===== src/rtl/fwd_hazard_unit_pkg.sv =====
// rtl/fwd_hazard_unit_pkg.sv - shared encodings and scoreboard types for the forwarding/hazard unit
//
// Purpose : operand-mux select encodings, the register-zero constant, the
//           scoreboard entry type and the hit test shared by the comparators.
// Ports   : none (package).

package fwd_hazard_unit_pkg;

  // EX operand-mux select encodings
  localparam logic [1:0] SEL_RF    = 2'b00;  // register file value
  localparam logic [1:0] SEL_EXMEM = 2'b01;  // EX/MEM ALU result
  localparam logic [1:0] SEL_MEMWB = 2'b10;  // MEM/WB write-back data
  localparam logic [1:0] SEL_IMM   = 2'b11;  // immediate (operand B only)

  localparam logic [4:0]  REG_ZERO      = 5'd0;
  localparam logic [15:0] STALL_CNT_MAX = 16'hFFFF;

  // Scoreboard slots: 0 = EX, 1 = MEM, 2 = WB
  localparam int SB_DEPTH = 3;
  localparam int SB_EX    = 0;
  localparam int SB_MEM   = 1;

  typedef struct packed {
    logic       valid;
    logic [4:0] rd;
    logic       reg_write;
    logic       mem_read;
  } sb_entry_t;

  localparam int SB_ENTRY_W = $bits(sb_entry_t);

  typedef sb_entry_t [SB_DEPTH-1:0] sb_t;

  // True when entry e produces the value a reader of src needs.
  // r0 is hardwired, so a write to it never creates a dependency.
  function automatic logic entry_hits(input sb_entry_t e,
                                      input logic [4:0] src,
                                      input logic       uses);
    return e.valid && e.reg_write && (e.rd != REG_ZERO) && (e.rd == src) && uses;
  endfunction

endpackage


===== src/rtl/fwd_match.sv =====
// rtl/fwd_match.sv - per-operand dependency comparator
//
// Purpose : compares one ID source register against the EX and MEM
//           scoreboard entries and produces the forward select the
//           operand will need once the instruction reaches EX.
// Ports   : ex_entry, mem_entry - scoreboard entries in EX and MEM
//           src, uses           - source register and its read flag
//           sel                 - SEL_RF / SEL_EXMEM / SEL_MEMWB
//           ex_load_hit         - the EX entry is a load producing src

import fwd_hazard_unit_pkg::*;

module fwd_match (
  input  sb_entry_t  ex_entry,
  input  sb_entry_t  mem_entry,
  input  logic [4:0] src,
  input  logic       uses,
  output logic [1:0] sel,
  output logic       ex_load_hit
);

  logic ex_hit;
  logic mem_hit;

  always_comb begin
    ex_hit      = entry_hits(ex_entry, src, uses);
    mem_hit     = entry_hits(mem_entry, src, uses);
    ex_load_hit = ex_hit && ex_entry.mem_read;

    // The EX entry is younger, so its value supersedes the MEM one.
    sel = SEL_RF;
    if (ex_hit) begin
      sel = SEL_EXMEM;
    end else if (mem_hit) begin
      sel = SEL_MEMWB;
    end
  end

endmodule


===== src/rtl/fwd_hazard_unit.sv =====
// rtl/fwd_hazard_unit.sv - operand forwarding and load-use hazard unit
//
// Purpose : tracks the EX/MEM/WB destinations in a 3-entry scoreboard,
//           computes the EX operand-mux selects for the ID instruction and
//           registers them as it advances, detects load-use hazards and
//           counts stall cycles.
// Ports   : clk, rst_n                  - clock, async active-low reset
//           id_valid                    - ID holds a real instruction
//           id_rs/id_rt, id_uses_rs/rt  - ID sources and their read flags
//           id_rd, id_reg_write         - ID destination and write enable
//           id_mem_read                 - ID instruction is a load
//           id_use_imm                  - operand B is the immediate
//           ex_flush                    - squash the ID instruction
//           fwd_a_sel, fwd_b_sel        - registered EX operand selects
//           stall                       - hold PC and IF/ID, bubble into EX
//           stall_count                 - saturating stall-cycle count

import fwd_hazard_unit_pkg::*;

module fwd_hazard_unit (
  input  logic        clk,
  input  logic        rst_n,
  input  logic        id_valid,
  input  logic [4:0]  id_rs,
  input  logic [4:0]  id_rt,
  input  logic        id_uses_rs,
  input  logic        id_uses_rt,
  input  logic [4:0]  id_rd,
  input  logic        id_reg_write,
  input  logic        id_mem_read,
  input  logic        id_use_imm,
  input  logic        ex_flush,
  output logic [1:0]  fwd_a_sel,
  output logic [1:0]  fwd_b_sel,
  output logic        stall,
  output logic [15:0] stall_count
);

  sb_t         sb_q, sb_d;
  logic [1:0]  fwd_a_sel_q, fwd_a_sel_d;
  logic [1:0]  fwd_b_sel_q, fwd_b_sel_d;
  logic [15:0] stall_count_q, stall_count_d;

  logic [1:0]  rs_sel, rt_sel;
  logic        rs_load_hit, rt_load_hit;
  logic        id_advance;
  sb_entry_t   ex_new;

  fwd_match u_match_rs (
    .ex_entry    (sb_q[SB_EX]),
    .mem_entry   (sb_q[SB_MEM]),
    .src         (id_rs),
    .uses        (id_uses_rs),
    .sel         (rs_sel),
    .ex_load_hit (rs_load_hit)
  );

  fwd_match u_match_rt (
    .ex_entry    (sb_q[SB_EX]),
    .mem_entry   (sb_q[SB_MEM]),
    .src         (id_rt),
    .uses        (id_uses_rt),
    .sel         (rt_sel),
    .ex_load_hit (rt_load_hit)
  );

  always_comb begin
    // A load in EX cannot forward until MEM, so its reader waits one cycle.
    // A flush kills the reader, which makes the stall pointless.
    stall      = id_valid && !ex_flush && (rs_load_hit || rt_load_hit);
    id_advance = id_valid && !stall && !ex_flush;

    ex_new           = '0;
    ex_new.valid     = 1'b1;
    ex_new.rd        = id_rd;
    ex_new.reg_write = id_reg_write;
    ex_new.mem_read  = id_mem_read;

    // Every entry ages one slot per clock; slot 0 takes the ID instruction
    // or a bubble.
    sb_d        = sb_q << SB_ENTRY_W;
    sb_d[SB_EX] = id_advance ? ex_new : '0;

    fwd_a_sel_d = SEL_RF;
    fwd_b_sel_d = SEL_RF;
    if (id_advance) begin
      fwd_a_sel_d = rs_sel;
      fwd_b_sel_d = id_use_imm ? SEL_IMM : rt_sel;
    end

    stall_count_d = stall_count_q;
    if (stall && (stall_count_q != STALL_CNT_MAX)) begin
      stall_count_d = stall_count_q + 16'd1;
    end
  end

  always_ff @(posedge clk or negedge rst_n) begin
    if (!rst_n) begin
      sb_q          <= '0;
      fwd_a_sel_q   <= SEL_RF;
      fwd_b_sel_q   <= SEL_RF;
      stall_count_q <= '0;
    end else begin
      sb_q          <= sb_d;
      fwd_a_sel_q   <= fwd_a_sel_d;
      fwd_b_sel_q   <= fwd_b_sel_d;
      stall_count_q <= stall_count_d;
    end
  end

  assign fwd_a_sel   = fwd_a_sel_q;
  assign fwd_b_sel   = fwd_b_sel_q;
  assign stall_count = stall_count_q;

endmodule


===== config.mk =====
export PLATFORM = sky130hd
export DESIGN_NAME = fwd_hazard_unit
export DESIGN_NICKNAME = d
export VERILOG_FILES = /design/src/rtl/fwd_hazard_unit_pkg.sv /design/src/rtl/fwd_match.sv /design/src/rtl/fwd_hazard_unit.sv
export SDC_FILE = /design/constraint.sdc
export NUM_CORES = 1
export LEC_CHECK = 0
export BUFFER_PORTS_ARGS = -buffer_cell sky130_fd_sc_hd__buf_4
export CORE_ASPECT_RATIO = 2
export CORE_MARGIN = 10
export CORE_UTILIZATION = 33
export CTS_CLUSTER_DIAMETER = 50
export DETAILED_ROUTE_END_ITERATION = 12
export HOLD_SLACK_MARGIN = 0.08
export SETUP_SLACK_MARGIN = 0.5
export SYNTH_ARGS = -nofsm -noshare
export SYNTH_HDL_FRONTEND = slang
export SYNTH_SLANG_ARGS = --single-unit
export TNS_END_PERCENT = 1

===== constraint.sdc =====
create_clock -name clk -period 1.9 [get_ports clk]
set_input_delay 0.285 -clock clk [delete_from_list [all_inputs] [get_ports clk]]
set_output_delay 0.285 -clock clk [all_outputs]
set_load 0.005 [all_outputs]

==> results.cfg, run 1 <==
[synthesis]
syn_area_mm2 = 0.00174
synth_top_family_by_area = simple AND/OR/NAND/NOR gates
synth_compound_area_share_pct = 5.76
syn-num-nets = 174
ys_ff_latch = 35
synth_fa_ha_area_share_pct = 0.719
synth_seq_area_share_pct = 50.4
synth_cells = 149
ys_warn_count = 0
synthXorXnorAreaFrac_pct = 17.1
synth-simple-area-share_pct = 23.9
post_synth.cell_area_avg_um2 = 11.7
muxShareOfSynthArea_pct = 1.29
netlist-cell-type-count = 35

[finish]
antennaDiodeCount = 0
fin_cells = 287
final_common_cell = buf_4
nets = 253
mostFrequentLayoutCells = 68 x buf_4, 33 x dfrtp_1, 23 x xor2_1
syn_to_final_growth_pct = 49.3
drive_gt1_share_pct = 48.5

[power_and_ir_drop]
power.density_mw_per_mm2 = 580
power.total_uw = 1500
vdd_drop_max_v = 0.000650
leakagePower_uw = 0.00128

[sta]
fmax_mhz = 498
slew-limit-headroom_pct = 70.9
worstMarginPinSlew_ns = 0.437
fin_skew_ns = 0.00516
final_hold_viol_count = 0
period_needed_ns = 2.01
fin_ws_ns = -0.107
fin_crit_sh_pct = 106
maxSlewViolCount = 0
setup_violations = 11
rsz0062_at_grt = true

[placement]
dp_hpwl_um = 3480
dpl.cell_count = 270
gp_congestion = 0.788
port_buffers = 44

[floorplan]
die-area_mm2 = 0.00875
die_height_um = 123
start_util_pct = 33.8
io_pins = 45
row_count = 37
core_mm2 = 0.00514
die_x_um = 71.3

[setup_path]
cp_common_cell = buf_6
cp_top_family = simple AND/OR/NAND/NOR gates
cp.arrival_ns = 1.72
cp_data_required_time_ns = 1.62
crit_path_cell_trace = or4_4 -> o211ai_4 -> buf_6 -> nor2_4 -> buf_6
worst_setup_path_start_kind = register
slowest_delay_ns = 0.57
crit_type = reg2out
end_kind = output port
worst-path-buf-inv = 2
worst_path_max_delay_cell = or4_4
critPathMaxFanout = 3

[grt]
antenna_found_initial = 0
grt_pass1_wl_um = 7590
grt_pass1_vias = 1597
grt_max_degree = 36
globalRouteTotalUtil_pct = 10.7
grt-ovfl-total = 0

[clock_tree]
clock_sinks = 35
cts_root_buffer = clkbuf_8
clk_path_buf_depth = 2
clkTransAtPathRegs_ns = 0.06
htreeDepth = 2
cts_tree = built
cts_buffers = 5
clock_latency_ns = 0.28

[run_status]
violations = negative setup slack
status = complete, but fails checks

[detailed_routing]
wire_per_inst_um = 16.4
drc = 0
via_count = 1442
vias_per_cell = 5.02
ant_nets = 0
drt_iter0_drc = 38
dr.pass1.iters = 4
finalWirelength_um = 4710

[min_path]
hp-class = in2reg

[job]
maxCapViolCount = 0
registers in the layout, summed over array words and instances (netlist names):
name	cells
sb_d	15
stall_count	16
fwd_b_sel	2
fwd_a_sel	2
cell usage after synthesis:
cell type / count / area, um2
nand2_1: 7 / 26.3
xnor2_1: 10 / 87.6
dfrtp_1: 35 / 876
ha_1: 1 / 12.5
or4_1: 1 / 7.51
nor3_1: 6 / 30.0
and4b_1: 1 / 10.0
mux2_2: 2 / 22.5
nor4_4: 1 / 21.3
xor2_1: 24 / 210
nor4_1: 7 / 43.8
o211ai_4: 1 / 21.3
and2_1: 7 / 43.8
o211ai_1: 1 / 7.51
o21bai_1: 1 / 7.51
or2_2: 3 / 18.8
nor3_2: 1 / 10.0
and2_4: 1 / 8.76
nor2_1: 9 / 33.8
or3_1: 2 / 12.5
a31oi_4: 1 / 21.3
nand4_4: 1 / 21.3
o21ai_2: 1 / 8.76
or4_4: 1 / 11.3
buf_6: 1 / 11.3
a221oi_1: 1 / 8.76
nor3_4: 1 / 16.3
nand2b_1: 1 / 6.26
inv_1: 1 / 3.75
o211a_1: 1 / 10.0
o21a_1: 2 / 15.0
nand4_1: 6 / 37.5
or2_4: 1 / 8.76
and3_2: 1 / 7.51
nand3_1: 8 / 40.0
cell type report:
cell class	instances	area (um2)
well taps	58	72.6
flip-flops and latches	35	878
repair buffers	72	563
clock buffers	8	100
inverters	1	3.75
multi-input cells	113	978
fillers	468	2540
what timing repair did:
action / in CTS / in global routing
hold buffers: 1 / 0
hold endpoints to repair: 35 / 0
pin swaps: 13 / 12
endpoints found under the setup margin: 29 / 29
buffers inserted: 7 / 0
cloned: 1 / 0
resized for setup: 16 / 10
path summary, 6_finish.rpt:
path	to	from	slack, ns	cells after the start
worst min register to register	sb_d[23]	sb_d[15]	0.41	0
min in group asynchronous	stall_count[2]	rst_n	0.48	2
worst min-delay path	sb_d[14]	id_rd[4]	0.21	2
worst max register to register	stall_count[12]	sb_d[13]	-0.06	7
worst max-delay path	stall	sb_d[12]	-0.11	5
max in group asynchronous	sb_d[11]	rst_n	1.07	2
metrics by stage:
| step | setup WS (ns) | area (um2) | TNS, ns | hold slack, ns | util, % |
|---|---|---|---|---|---|
| after floorplan | 0.000285 | 1740 | 0 | -0.0106 | - |
| after global placement | -0.0547 | 2280 | -0.195 | 0.261 | 44.5 |
| after detailed placement | -0.0685 | 2280 | -0.347 | 0.265 | 44.5 |
| after CTS | -0.113 | 2540 | -1.21 | 0.199 | 49.5 |
| after global routing | -0.191 | 2600 | -2.54 | 0.217 | 50.5 |
| final | -0.107 | 2600 | -0.269 | 0.210 | 50.5 |
worst register-to-register path: stages, from the launching register on:
cell and delay (ns):
dfrtp_1 0.42, xor2_1 0.17, nor4_2 0.29, and3_4 0.25, nor2_4 0.05, buf_12 0.14
nor3_2 0.18, mux2_2 0.35
logic make-up (layout without fill, tap and decap cells):
kind of cell	count (synthesis)	count (layout)
flip-flops	35	35
AO/OA/AOI/OAI	9	10
AND/OR/NAND/NOR	66	66
adder cells (fa/ha/maj)	1	1
multiplexers	2	2
buffers and inverters	2	81
XOR/XNOR	34	34
where the power goes:
group	internal (uW)	switching, uW
Clock	331	252
Combinational	78.9	67.1
Sequential	760	15.8
Total	1170	335
metal layers:
layer	track usage [%]	share of wire, %	vias to the layer above
li1	-	-	687
met4	4.50	1.8	0
met2	20.0	56	54
met1	10.2	35	693
met5	0	0	-
met3	3.55	7.1	8
Note: power is estimated with default switching activity, not from simulation.
==> run 2, diff against run 1 <==
SKIP_CTS_REPAIR_TIMING = 1   (was unset)
==> run 2 against run 1 <==
Compared with the run above: the flow still finishes with violations (negative setup slack); total power down 1.2%; register-to-register slack about the same; hold slack better by 0.00056 ns; maximum frequency down 1.0%; core utilization down 2.6 points; combinational power down 9%; critical endpoint unchanged.
==> results.cfg, run 2 (synthesis results as in run 1) <==
[detailed_routing]
top_layer = met4
route.met3.wl_um = 331
drc = 0
via_count = 1380
finalWirelength_um = 4250
ant_nets = 0
vias_per_cell = 4.93
wire_per_inst_um = 15.2
dr.pass1.iters = 3
wl_met2_um = 2300
drt-met1-wl_um = 1570
drt_iter0_drc = 44

[placement]
dpl.cell_count = 270
gp_congestion = 0.788
dp_hpwl_um = 3480
place_worst_setup_slack_ns = -0.0685
port_buffers = 44
dpl_cell_area_mm2 = 0.00228

[clock_tree]
htreeDepth = 2
clk_path_buf_depth = 2
clock_sinks = 35
clkTransAtPathRegs_ns = 0.06
clock_latency_ns = 0.28
cts_tree = built
cts_buffers = 5
cts_root_buffer = clkbuf_8

[power_and_ir_drop]
power.total_uw = 1490
combPwrFrac_pct = 8.9
power.clock.fraction_pct = 38.9
leakagePower_uw = 0.00123
seqPwrFrac_pct = 52.1
intPower_uw = 1160
switching_share_pct = 21.8
vdd_drop_max_v = 0.000586
netSwitchingPower_uw = 324
power.density_mw_per_mm2 = 603

[sta]
slew-limit-headroom_pct = 58.2
fin_hold_ws_ns = 0.211
fin_ws_ns = -0.128
final_hold_viol_count = 0
fin_crit_sh_pct = 107
period_needed_ns = 2.03
rsz0062_at_grt = true
setup_violations = 6
maxSlewViolCount = 0
fin_skew_ns = 0.00660
worstMarginPinSlew_ns = 0.626
fmax_mhz = 493

[floorplan]
die_height_um = 123
start_util_pct = 33.8
die_x_um = 71.3
row_count = 37
io_pins = 45
core_mm2 = 0.00514
die-area_mm2 = 0.00875

[setup_path]
worst_setup_path_start_kind = register
crit_type = reg2out
r2r_start = sb_d[14]
cp.arrival_ns = 1.74
r2r-end = stall_count[1]
reg2reg_depth = 5
r2r_slack_ns = -0.05
critPathMaxFanout = 4
end_kind = output port
cp_data_required_time_ns = 1.62

[grt]
grt_pass1_vias = 1506
globalRouteTotalUtil_pct = 9.98
antenna_found_initial = 0
grt_max_degree = 36
grt-ovfl-total = 0
grt_pass1_wl_um = 7070

[finish]
drive_gt1_share_pct = 43.7
post-route-cell-area_mm2 = 0.00246
fin_cells = 280
largest_reg_flops = 16
antennaDiodeCount = 0
nets = 246
final_common_cell = buf_4
mostFrequentLayoutCells = 64 x buf_4, 34 x dfrtp_1, 23 x xor2_1
syn_to_final_growth_pct = 41.7

[run_status]
violations = negative setup slack
status = complete, but fails checks

[min_path]
hp-class = in2reg
min_path_cells = 2
hold_path_end = sb_d[14]
hold_start = id_rd[4]

[job]
maxCapViolCount = 0
## run 2: worst max-delay path, stage by stage, from the launching register on
cell and delay, ns:
dfrtp_1 0.43, or4_4 0.56, o211ai_4 0.19, buf_6 0.12, nor2_2 0.03, buf_4 0.13
## run 2: power groups by stage
stage	clock network [uW]	registers, uW	logic (uW)
6_report	578	775	133
5_1_grt	625	777	147
4_1_cts	601	775	130
3_5_place_dp	0	789	129
3_3_place_gp	0	789	129
2_1_floorplan	0	786	52.7
## run 2: worst max path at each step
| stage | startpoint | endpoint | cells after the start |
|---|---|---|---|
| global route | sb_d[10] | stall | 6 |
| finish | sb_d[14] | stall | 5 |
| global placement | sb_d[14] | stall_count[1] | 5 |
| CTS | sb_d[13] | stall | 6 |
| detailed placement | sb_d[14] | stall_count[1] | 5 |
| floorplan | sb_d[14] | stall_count[1] | 6 |
## run 2: per-stage QoR
step,utilization (%),TNS (ns)
global route,48.0,-2.17
finish,48.0,-0.242
floorplan,-,0
detailed placement,44.5,-0.347
CTS,46.4,-0.916
global placement,44.5,-0.195
## run 2: layout make-up
class	instances	area, um2
inverters	1	3.75
flip-flops and latches	35	877
fillers	485	2670
repair buffers	66	502
multi-input cells	112	910
well taps	58	72.6
clock buffers	8	100
## run 2: layer usage
| layer | vias up | GRT usage (%) |
|---|---|---|
| met2 | 42 | 18.1 |
| met3 | 6 | 4.04 |
| li1 | 672 | - |
| met5 | - | 0 |
| met4 | 0 | 3.65 |
| met1 | 660 | 9.81 |
